<file path="src/rtl/serial_subtractor_pkg.sv">
// Shared constants for the bit-serial subtractor: FSM encoding and default width.
package serial_subtractor_pkg;

  localparam int DEFAULT_WIDTH = 8;

  typedef enum logic [1:0] {
    IDLE  = 2'd0,
    SHIFT = 2'd1,
    DONE  = 2'd2
  } state_t;

endpackage

</file>
<file path="src/rtl/serial_subtractor_fs_bit.sv">
// One-bit full subtractor: two half-subtractor stages, borrows ORed together.
module fs_bit (
  input  logic a,
  input  logic b,
  input  logic bin,
  output logic d,
  output logic bout
);

  logic d1, b1, b2;

  assign d1   = a ^ b;
  assign b1   = ~a & b;
  assign d    = d1 ^ bin;
  assign b2   = ~d1 & bin;
  assign bout = b1 | b2;

endmodule

</file>
<file path="src/rtl/serial_subtractor.sv">
// Bit-serial A - B - Bin, LSB first, one bit per clock through a single fs_bit cell.
//
// state | meaning
// IDLE  | waiting for start, outputs hold last result
// SHIFT | one operand bit per cycle, WIDTH cycles
// DONE  | publish result, optionally accept next operands
module serial_subtractor
  import serial_subtractor_pkg::*;
#(
  parameter int WIDTH = DEFAULT_WIDTH
) (
  input  logic             clk,
  input  logic             rst,
  input  logic             start,
  input  logic [WIDTH-1:0] A,
  input  logic [WIDTH-1:0] B,
  input  logic             Bin,
  output logic             busy,
  output logic             valid,
  output logic [WIDTH-1:0] D,
  output logic             Br,
  output logic             OV,
  output logic             Z
);

  localparam int CNT_W = $clog2(WIDTH + 1);
  localparam logic [CNT_W-1:0] LAST_BIT = CNT_W'(WIDTH - 1);

  state_t           state, state_nxt;
  logic [CNT_W-1:0] cnt;
  logic [WIDTH-1:0] a_sh, b_sh, res;
  logic             a_msb, b_msb, brw;
  logic             cell_d, cell_bout;
  logic             load;

  fs_bit u_fs_bit (
    .a    (a_sh[0]),
    .b    (b_sh[0]),
    .bin  (brw),
    .d    (cell_d),
    .bout (cell_bout)
  );

  always_ff @(posedge clk or posedge rst) begin
    if (rst) state <= IDLE;
    else     state <= state_nxt;
  end

  always_comb begin
    state_nxt = state;
    load      = 1'b0;
    case (state)
      IDLE: begin
        if (start) begin
          load      = 1'b1;
          state_nxt = SHIFT;
        end
      end
      SHIFT: begin
        if (cnt == LAST_BIT) state_nxt = DONE;
      end
      DONE: begin
        if (start) begin
          load      = 1'b1;
          state_nxt = SHIFT;
        end else begin
          state_nxt = IDLE;
        end
      end
      default: state_nxt = IDLE;
    endcase
  end

  assign busy = (state != IDLE);

  // Operands shift right so the cell always sees bit 0; MSBs are kept for OV.
  always_ff @(posedge clk or posedge rst) begin
    if (rst) begin
      cnt   <= '0;
      a_sh  <= '0;
      b_sh  <= '0;
      a_msb <= 1'b0;
      b_msb <= 1'b0;
      brw   <= 1'b0;
      res   <= '0;
    end else if (load) begin
      cnt   <= '0;
      a_sh  <= A;
      b_sh  <= B;
      a_msb <= A[WIDTH-1];
      b_msb <= B[WIDTH-1];
      brw   <= Bin;
      res   <= '0;
    end else if (state == SHIFT) begin
      cnt  <= cnt + 1'b1;
      a_sh <= a_sh >> 1;
      b_sh <= b_sh >> 1;
      res  <= {cell_d, res[WIDTH-1:1]};
      brw  <= cell_bout;
    end
  end

  always_ff @(posedge clk or posedge rst) begin
    if (rst) begin
      valid <= 1'b0;
      D     <= '0;
      Br    <= 1'b0;
      OV    <= 1'b0;
      Z     <= 1'b1;
    end else begin
      valid <= (state == DONE);
      if (state == DONE) begin
        D  <= res;
        Br <= brw;
        OV <= (a_msb != b_msb) && (res[WIDTH-1] != a_msb);
        Z  <= (res == '0);
      end
    end
  end

endmodule

</file>
<file path="config.mk">
export PLATFORM = sky130hd
export DESIGN_NAME = serial_subtractor
export DESIGN_NICKNAME = d
export VERILOG_FILES = /design/src/rtl/serial_subtractor_pkg.sv /design/src/rtl/serial_subtractor_fs_bit.sv /design/src/rtl/serial_subtractor.sv
export SDC_FILE = /design/constraint.sdc
export NUM_CORES = 1
export LEC_CHECK = 0
export BUFFER_PORTS_ARGS = -buffer_cell sky130_fd_sc_hd__buf_2
export CORE_ASPECT_RATIO = 1.1
export CORE_UTILIZATION = 35
export CTS_CLUSTER_SIZE = 30
export DETAILED_ROUTE_END_ITERATION = 12
export PLACE_DENSITY = 0.5
export SLEW_MARGIN = 20
export SYNTH_ARGS = -nofsm -noshare
export SYNTH_HDL_FRONTEND = slang
export SYNTH_HIERARCHICAL = 1
export SYNTH_SLANG_ARGS = --single-unit
</file>
<file path="constraint.sdc">
create_clock -name clk -period 3.4 [get_ports clk]
set_input_delay 1.02 -clock clk [delete_from_list [all_inputs] [get_ports clk]]
set_output_delay 1.02 -clock clk [all_outputs]
set_load 0.03 [all_outputs]
</file>
==> results of run 1 <==
[worst max path at each step]
stage                         from  endpoint  slack (ps)  cells after the start
after floorplan                rst        Br        1320                      1
after global placement       start    cnt[0]        1120                      6
after detailed placement     start    cnt[0]        1100                      6
after CTS                 state[0]      busy        1180                      2
after global routing      state[0]      busy        1120                      2
final                     state[0]      busy        1190                      2
[sequential cells by signal (all words and copies together), names as in the netlist]
register,flops
Br,1
D,8
OV,1
Z,1
a_msb,1
a_sh,8
b_msb,1
b_sh,8
brw,1
cnt,4
res,8
state,2
valid,1
[cells in the final DEF (no fill, tap or decap), types with 2 or more instances in the layout]
master and instances:
buf_4 4, clkbuf_8 6, nand2_1 14, a21o_1 13, nand2b_1 2, a22o_1 24, dfrtp_1 44, mux2i_1 3
mux2_2 10, o21ai_0 4, clkbuf_1 2, nor2_1 2, inv_1 4, nor4_1 2, buf_2 32
[per-stage QoR]
stage | power (mW) | utilization [%] | instances
after global routing | 2.14 | 42.8 | 239
final | 1.98 | 42.8 | 239
after floorplan | 1.50 | - | 145
after detailed placement | 1.67 | 41.0 | 231
after CTS | 2.01 | 42.8 | 239
after global placement | 1.64 | 41.0 | 231
[routing by layer]
| layer | up-vias | wire, um | global-route usage [%] |
|---|---|---|---|
| li1 | 589 | - | - |
| met1 | 596 | 1530 | 16.8 |
| met2 | 32 | 1680 | 22.0 |
| met3 | 2 | 143 | 4.11 |
| met4 | 0 | 24 | 4.71 |
| met5 | - | 0 | 0 |
[Yosys cell counts]
master	count
nand2_1	14
a21o_1	13
dfstp_2	1
nand3b_1	1
nor2_2	1
ha_1	1
o21ai_1	1
nor2b_2	1
or2_2	1
nand4_1	1
clkbuf_1	1
buf_2	2
buf_4	5
nor2_1	2
a21oi_1	1
o21ai_0	4
mux2_2	10
nor3b_2	1
dfrtp_1	44
nor4_1	2
inv_1	5
a22o_1	24
and3b_1	1
nand2b_1	2
xor2_1	1
fa_1	1
and2b_1	1
mux2i_1	3
[layout make-up]
| cell class | instances | area [um^2] |
|---|---|---|
| well taps | 58 | 72.6 |
| multi-input cells | 87 | 671 |
| inverters | 5 | 18.8 |
| flip-flops and latches | 45 | 1130 |
| clock buffers | 8 | 90.1 |
| fillers | 494 | 2900 |
| repair buffers | 36 | 190 |
[worst max-delay path, cell delays in order, from the launching register on]
cell,delay [ps]
dfrtp_1,430
or2_2,300
buf_2,180
[cell families (layout without fill, tap and decap cells)]
family                     after synthesis  after routing  share of synthesized area, %
buffers and inverters                   13             49                          3.75
AOI/OAI and AO/OA                       43             43                          18.1
adders and majority gates                2              2                          1.74
DFF                                     45             45                          60.3
and+or+nand+nor                         28             28                          7.97
xor gates and xnor gates                 1              1                         0.469
muxes                                   13             13                          7.64
[power groups by stage]
stage	logic (mW)	clock network [mW]	registers (mW)
after floorplan	0.537	0	0.960
after global placement	0.740	0	0.904
after detailed placement	0.756	0	0.913
after CTS	0.760	0.346	0.904
after global routing	0.833	0.366	0.936
final	0.749	0.332	0.902
==> out/summary.md, run 1 <==
By startpoint and endpoint, the worst setup path is classified as flop to primary output. Setup repair after global routing left no endpoint under its margin. The run gives 167 as the net count of the mapped netlist. For this design the total switching power over the nets is 0.714 mW.

The clock slew at the register clock pins of the worst setup and hold paths is 80 ps, and the initial core utilization is 36.9%. For the standard cell area after detailed placement, the log shows 2080 um^2. TritonCTS built the clock tree. Hold is met by 481 ps.

Global routing finished with a remaining overflow of 0. The initial antenna violation count was 0; the internal power was 1.27 mW. Timing would allow up to 0.452 GHz.

The clock skew is 6.02 ps. In this run the most critical hold path is launched from a_sh[1]. The tools report the overall routing resource usage as 13.5%. The run gives 53 as the first-iteration detailed-routing DRC count. Setup violations remaining at the end of the flow were counted as 0. The count of input and output buffers works out to 32. The horizontal extent of the die came out at 71.7 um. The combinational power share came out at 37.8%. The CTS buffer count was 5; the average via count per standard cell was 5.10. Summed over all cells, the static leakage comes to 1.18 nW. For the worst setup path, the data arrival time is 1190 ps. The die covers 5630 um^2.

Once layout is done, the placed cells without fillers occupy 2170 um^2. STA classifies the critical path endpoint as a primary output. After layout, the worst path uses 65.0% of the clock period. The pre-CTS setup slack was 1100 ps; the largest net degree at the start of global routing was 31. The clock network accounts for 16.7% of the total power.

The die height was 78.6 um. The tools report the beginning of the worst register-to-register path as state[1]. Across the run, the number of max-cap violations was 0. The H-tree level count is 2. The number of global-route vias before repair was 1218. The part of the power in registers was 45.5%; the global-route wire length before repair was 5.78 mm. Counting flops and latches in the post-synthesis netlist gives 45.

For this run, the post-layout net count is 202. The time the worst path needs with I/O delays and setup came out at 2210 ps. The detailed router placed 1219 vias in this run. The path class of the tightest hold or removal check is flop to flop. Power spread over the standard cell area amounts to 914 nW/um^2.

In this run the core area contains 27 standard-cell rows. After clock tree synthesis, the setup repair step added 0 buffers. The number of library cell types mapped by synthesis came out at 28. The required time at the endpoint of the critical path is 2380 ps, and the share of layout cells above drive strength 1 is 32.0%. Summing the sequential cell areas from Yosys gives 60.3% of the chip area. Synthesized netlist cell count: 145. Each instance of the synthesized netlist takes up on average 12.9 um^2. Relative to the synthesized area, the layout overhead comes to 16.1%. Summed over all instances, the cell type with the most area after synthesis is dfrtp_1. The final-report max-slew violation count is 0.

For the final sum of negative setup slack, the log shows 0 ps. The floorplan step defined a core boundary enclosing 5070 um^2. In this run the critical register-to-register path is captured at cnt[0]. Dividing the detail-routed wire length by the instance count gives 14.1 um.

For this design, the sink count on the clock tree is 45. The flop-to-flop setup slack is 1760 ps, and the antenna diode instance count is 0. The switching portion of total power is 36.0%, and the total count of hold-check failures in the final report is 0.

The clock latency reported for the late side of the worst-skew pair is 290 ps. The top fanout value on the critical path is 6, and the number of I/O pins is 33. In this run the deepest clock path goes through 2 buffers.

The run finished with clean final reports. The cell sitting at the root of the clock tree is a clkbuf_8. After detailed routing, the number of remaining DRC violations is 0.

The number of synthesis warnings was 6; the worst hold path cell count was 1. After synthesis, the largest area contributor takes up 58.9% of total cell area. The worst-case hold path end point is a_sh[1]. The antenna violation net count after detailed routing is 0, and the length in cells of the worst reg-to-reg path is 5. Worst relative slew slack: 58.8%.

The measured slew at the worst slew-check pin works out to 618 ps. The sum of net half-perimeters after detailed placement was 2.25 mm. Buffers inserted to repair hold after CTS numbered 0.

For the final critical-path setup slack, the log shows 1190 ps. The worst setup path is launched from a flop. For this block, the routed nets add up to 3.38 mm of wire.

The final RePlAce weighted congestion is 0.672, and the maximum resistive drop on vdd is 279 uV. The logs give 1870 um^2 for the synthesized cell area and 4 for the iteration count of the initial detailed-routing pass. The number of gates resized after CTS was 0. Yosys attributes the largest share of cell area to dfrtp_1 59%, a22o_1 11%, mux2_2 6.0%.
Power figures use the tool's default switching activity.
==> run 2, diff against run 1 <==
--- a/config.mk
+++ b/config.mk
@@ -10,7 +10,7 @@
 export CORE_UTILIZATION = 35
 export CTS_CLUSTER_SIZE = 30
 export DETAILED_ROUTE_END_ITERATION = 12
-export PLACE_DENSITY = 0.5
+export PLACE_DENSITY = 0.52
 export SLEW_MARGIN = 20
 export SYNTH_ARGS = -nofsm -noshare
 export SYNTH_HDL_FRONTEND = slang
==> constraint.sdc (replaced) <==
create_clock -name clk -period 1.85 [get_ports clk]
set_input_delay 0.555 -clock clk [delete_from_list [all_inputs] [get_ports clk]]
set_output_delay 0.555 -clock clk [all_outputs]
set_load 0.03 [all_outputs]
==> run 2 against run 1 <==
  * Count of clock-buffer cells in the layout did not move
  * Die area did not move
  * Core utilization rose by 0.54 points
  * Clock skew fell by 1.7 ps
  * Register-to-register slack got worse by 1400 ps
  * Global-route usage rose by 0.11 points
  * Worst setup slack got worse by 1100 ps
  * Largest cell class unchanged
  * Total power rose by 86%
  * Combinational power rose by 90%
==> out/summary.md, run 2 (synthesis results as in run 1) <==
The run finished with clean final reports. The congestion estimate from routability-driven global placement came to 0.743. The average via count per standard cell was 5.07.

The total buffers and inverters traversed by the critical path is 1. In this run the remaining antenna-violating nets after routing total 0. Arrival time of the worst setup path: 1190 ps. After floorplanning, the core was sized to cover 5070 um^2. For the CTS buffer count, the log shows 5. The signal on the critical path passes through or2_2 -> buf_2. CTS placed an instance of clkbuf_8 at the clock tree root. The pre-CTS setup slack is 302 ps, and the horizontal extent of the die is 71.7 um. For the standard cell area after detailed placement, the log shows 2110 um^2.

The logs give 101 ps for the final critical-path setup slack and 5630 um^2 for the full die area. The detailed router finished its first iteration with 47 violations. The final global-route overflow total was 0. The tools report the kind of end point of the critical path as a primary output.

The clock arrives with 4.36 ps of skew. Global routing used 13.6% of the available tracks across all layers. Along the worst path, the maximum fanout reaches 6. For the post-route cell area, the log shows 2200 um^2. Based on the critical path, the design can be clocked at up to 0.572 GHz. The count of input and output buffers works out to 32. After detailed routing, the average wire length per cell comes to 14.2 um. The final sum of negative setup slack came out at 0 ps.

0 antenna diodes ended up in the layout. Headroom to the max-slew limit came out at 60.3%. The initial antenna violation count was 0; the total number of placement rows was 27. IR analysis of the VDD net gives a maximum drop of 517 uV. Share of layout cells above drive strength 1: 32.2%.

The area growth from synthesis to layout is 17.6%. The multi-input combinational cells in the finished layout cover a total of 671 um^2. Detailed placement ended at an HPWL of 2.32 mm. Hold repair after CTS inserted 0 buffers.

After filler insertion, the fill cell instance count of the layout stands at 501. At the worst endpoint, the required time is 1290 ps. At the later pin of the worst-skew pair, clock insertion delay measures 290 ps. Final-report max-slew violation count: 0. The first global-routing pass estimated 5.89 mm of wire. Dividing total power by cell area gives a power density of 1680 nW/um^2. Setup repair after global routing left no endpoint under its margin. STA classifies the critical path startpoint as a flop. The post-route fraction of the period consumed by the critical path was 94.5%.

In the layout the commonest cells are 44 x dfrtp_1, 32 x buf_2, 24 x a22o_1. The final route contains 1222 vias. The tightest hold margin is 285 ps, and the max-capacitance violation count is 0. The H-tree was split into 2 levels.

For the pin with the worst max-slew slack, the measured transition is 595 ps. 33 I/O pins were placed. The number of global-route vias before repair is 1259. Die height: 78.6 um.

In this run the worst hold path is classified as primary input to asynchronous set/reset pin. The clock net in this run drives a total of 45 sinks. The largest incremental delay on the critical path works out to 430 ps.

TritonCTS built the clock tree. For the iteration count of the initial detailed-routing pass, the log shows 4. The routed wire length was 3.43 mm; the final-report setup violation count was 0. Once the clock tree was built, the setup fixing pass inserted 0 buffers. The logs give 36.9% for the initial core utilization and 2 for the maximum count of clock buffers along a single path. The sequential cells in the finished layout cover a total of 1130 um^2.

Commonest non-fill, non-tap cell in the layout: dfrtp_1. On the critical path the largest part of the delay comes from flip-flops. The number of gates resized after CTS was 0.

For the DRC violation count after routing, the log shows 0. The worst-path cell with the longest stage delay was dfrtp_1. In this run the static leakage power is 1.19 nW. Time the worst path needs with I/O delays and setup: 1750 ps.

The critical path is of the flop to primary output type. The number of nets at the end of the flow is 204. Clock-pin slew was measured on the worst setup and hold paths at 80 ps.

The run gives 0 as the total count of hold-check failures in the final report. Largest net degree at the start of global routing: 46.
==> run 2: cell types whose count changed in the layout (fill, tap and decap cells not counted), sizes merged <==
| cell | previous run | this run |
|---|---|---|
| buf | 36 | 38 |
| clkinv | 0 | 1 |
| inv | 5 | 4 |
==> run 2: worst register-to-register path, cell delays in order (launching register included) <==
cell,delay (ps)
dfrtp_1,420
nand2b_1,510
mux2_2,410
==> run 2: area by class of cell <==
| cell class | count | share of cell area (%) |
|---|---|---|
| flip-flops and latches | 45 | 51.3 |
| multi-input cells | 87 | 30.5 |
| repair buffers | 38 | 9.91 |
| clock buffers | 8 | 4.10 |
| well taps | 58 | 3.30 |
| inverters | 5 | 0.854 |
==> run 2: metrics by stage <==
step,power (mW),std cells,util [%]
after global routing,3.97,241,43.4
after floorplan,2.75,145,-
final,3.68,241,43.4
after CTS,3.73,241,43.4
after global placement,3.06,233,41.6
after detailed placement,3.11,233,41.6
==> run 2: path summary, 6_finish.rpt <==
kind,end,slack (ps),startpoint,cells past startpoint
max,busy,100,state[0],2
min,Br,280,rst,3
max reg2reg,Br,400,state[0],2
min reg2reg,Z,490,Z,2
max in group asynchronous,Z,1300,rst,3
min in group clk,a_sh[3],480,A[3],3
==> run 2: report_power, final <==
part	switching [mW]	internal (mW)	leakage, nW	total [mW]
combinational	0.738	0.678	0.568	1.42
sequential	0.273	1.38	0.578	1.65
clock	0.306	0.305	0.0455	0.611
==> run 2: per-layer routing <==
metal | vias to the layer above | part of all wire [%] | global-route usage (%)
met5 | - | 0 | 0
met4 | 0 | 1.5 | 5.29
met3 | 7 | 3.8 | 3.34
met2 | 29 | 48 | 23.4
met1 | 596 | 46 | 16.1
li1 | 590 | - | -
==> run 3, diff against run 2 <==
--- a/config.mk
+++ b/config.mk
@@ -11,6 +11,7 @@
 export CTS_CLUSTER_SIZE = 30
 export DETAILED_ROUTE_END_ITERATION = 12
 export PLACE_DENSITY = 0.52
+export RECOVER_POWER = 25
 export SLEW_MARGIN = 20
 export SYNTH_ARGS = -nofsm -noshare
 export SYNTH_HDL_FRONTEND = slang
==> run 3 against run 2 <==
  * Clock power barely moved
  * Non-clock buffer count did not move
  * Design area fell by 0.68%
  * Critical path depth did not move
  * Total power fell by 0.16%
  * Clock skew barely moved
  * Sequential power barely moved
  * Register-to-register slack barely moved
  * Cell count did not move
  * Critical endpoint unchanged
  * Largest power group unchanged
==> out/summary.md, run 3 (synthesis results as in run 1) <==
The total count of hold-check failures in the final report was 0. Number of global-route vias before repair: 1259. STA classifies the critical path startpoint as a flop.

For the CTS buffer count, the log shows 5. The largest single stage delay on the critical path is 430 ps. The worst-path cell with the longest stage delay was dfrtp_1. For the required time at the endpoint of the critical path, the log shows 1290 ps. The endpoint identified for the worst register-to-register timing path is Br. TritonCTS built the clock tree.

The horizontal extent of the die works out to 71.7 um. The logs give 0 for the DRC violation count after routing and 0 for the final global-route overflow total. Global-route wire length before repair: 5.89 mm. CTS built an H-tree with a depth of 2.

The clock net in this run drives a total of 45 sinks. Once layout is done, the placed cells without fillers occupy 2180 um^2. The area growth from synthesis to layout is 16.8%. The top fanout value on the critical path works out to 6. The logs give 0 for the antenna diode instance count and 390 ps for the flop-to-flop setup slack. The type of the worst setup path was flop to primary output. Setup violations remaining at the end of the flow were counted as 0. Between clock sinks in the finished design, the worst skew comes to 4.42 ps. Detailed placement ended at an HPWL of 2.32 mm. The worst setup path is captured at a primary output. The tools report the max-capacitance violation count as 0.

In this run the worst setup path begins at state[0]. Once the floorplan was initialized, standard cells occupied 36.9% of the core. The routed wire length per instance came out at 14.1 um. The antenna violation net count after detailed routing came out at 0. Final sum of negative setup slack: 0 ps. The count of input and output buffers is 32, and the overall power after layout is 3.67 mW.

The floorplan step defined a die boundary enclosing 5630 um^2. The static power due to leakage came out at 1.19 nW. Clock-pin slew was measured on the worst setup and hold paths at 80 ps. Derived from the worst setup path, the maximum achievable clock frequency is 0.572 GHz. After layout, the worst path uses 94.5% of the clock period.

The worst hold path passes through 3 cells. The total via count in the routed design was 1224; the power per cell area was 1680 nW/um^2. The overall routing resource usage was 13.6%. Setup repair after global routing left no endpoint under its margin. The path type of the worst min-delay path is primary input to flop.

The most critical setup path has its endpoint at busy. 33 I/O pins were placed. In the routed layout, each cell is associated on average with a via count of 5.08.

No sink is reached through more buffers than the 2 on the longest clock path. In this run, post-CTS repair resized a total of 0 instances. The floorplan has 27 rows. The run finished with clean final reports. The post-route netlist has 32.2% of its cells at a drive strength greater than 1. Measured slew at the worst slew-check pin: 1080 ps. The total area inside the core boundary comes to 5070 um^2. The root buffer cell chosen for the clock tree is clkbuf_8. The time the worst path needs with I/O delays and setup is 1750 ps, and the maximum resistive drop on vdd is 517 uV.

The die height is 78.6 um, and the initial antenna violation count is 0. The critical path goes through or2_2 -> buf_2. The worst register-to-register path begins at state[0].

The routed wire length was 3.41 mm; the number of instances in the placed design was 233. STA puts the critical path data arrival time at 1190 ps. The final-report max-slew violation count came out at 0.

The number of nets at the end of the flow is 204, and the final RePlAce weighted congestion is 0.743. Leaving out filler cells and counting taps, the final layout contains 241. The iteration count of the initial detailed-routing pass was 4. The first-iteration detailed-routing DRC count came out at 52. Headroom to the max-slew limit came out at 27.8%. The tools report the clock latency reported for the late side of the worst-skew pair as 290 ps. Leaving out fill and tap cells, the most frequent cell in the layout is dfrtp_1.

The total setup buffers inserted after CTS came out at 0. In the layout the commonest cells are 44 x dfrtp_1, 32 x buf_2, 24 x a22o_1. The largest net degree at the start of global routing was 46; the count of hold-fix buffers inserted at cts was 0. The length in cells of the worst reg-to-reg path is 2, and the standard cell area after detailed placement is 2110 um^2.
## run 3: cell types whose count changed in the layout (fill, tap and decap cells not counted), sizes merged
| cell | before | now |
|---|---|---|
| clkbuf | 8 | 9 |
| buf | 38 | 37 |
## run 3: routing by layer
metal	up-vias	part of all wire (%)	track usage [%]	wire, um
met5	-	0	0	0
met4	0	1.5	5.29	51
met3	7	3.8	3.34	129
met2	29	49	23.4	1650
met1	598	46	16.1	1570
li1	590	-	-	-
## run 3: how the worst min path moves through the flow
| stage | startpoint | endpoint | slack (ps) |
|---|---|---|---|
| final | A[7] | a_msb | 480 |
| after global routing | A[7] | a_msb | 470 |
| after CTS | rst | b_sh[2] | 290 |
| after detailed placement | a_sh[1] | a_sh[1] | 470 |
| after global placement | b_sh[0] | b_sh[0] | 460 |
| after floorplan | a_sh[4] | a_sh[4] | 450 |
## run 3: report_power, final
group	switching (mW)	total, mW	leakage, nW	internal [mW]
sequential	0.273	1.65	0.578	1.38
combinational	0.736	1.41	0.563	0.674
clock	0.307	0.612	0.0455	0.305
## run 3: through the flow
step	hold WS [ps]	util (%)	setup WS [ps]
final	479	43.1	101
after global routing	474	43.1	55.0
after CTS	290	43.4	89.4
after detailed placement	467	41.6	302
after global placement	460	41.6	317
after floorplan	449	-	237
## run 3: area by class of cell
type / count / area, um^2
inverter: 5 / 18.8
sequential: 45 / 1130
clock buffer: 8 / 90.1
fill: 502 / 2890
tap: 58 / 72.6
timing repair buffer: 38 / 203
multi-input combinational: 87 / 671
## run 3: worst max-delay path: cells and delay by family (launching register included)
family / cells / cell delay, ps
and+or+nand+nor: 1 / 300
buffers and inverters: 1 / 180
DFF: 1 / 430
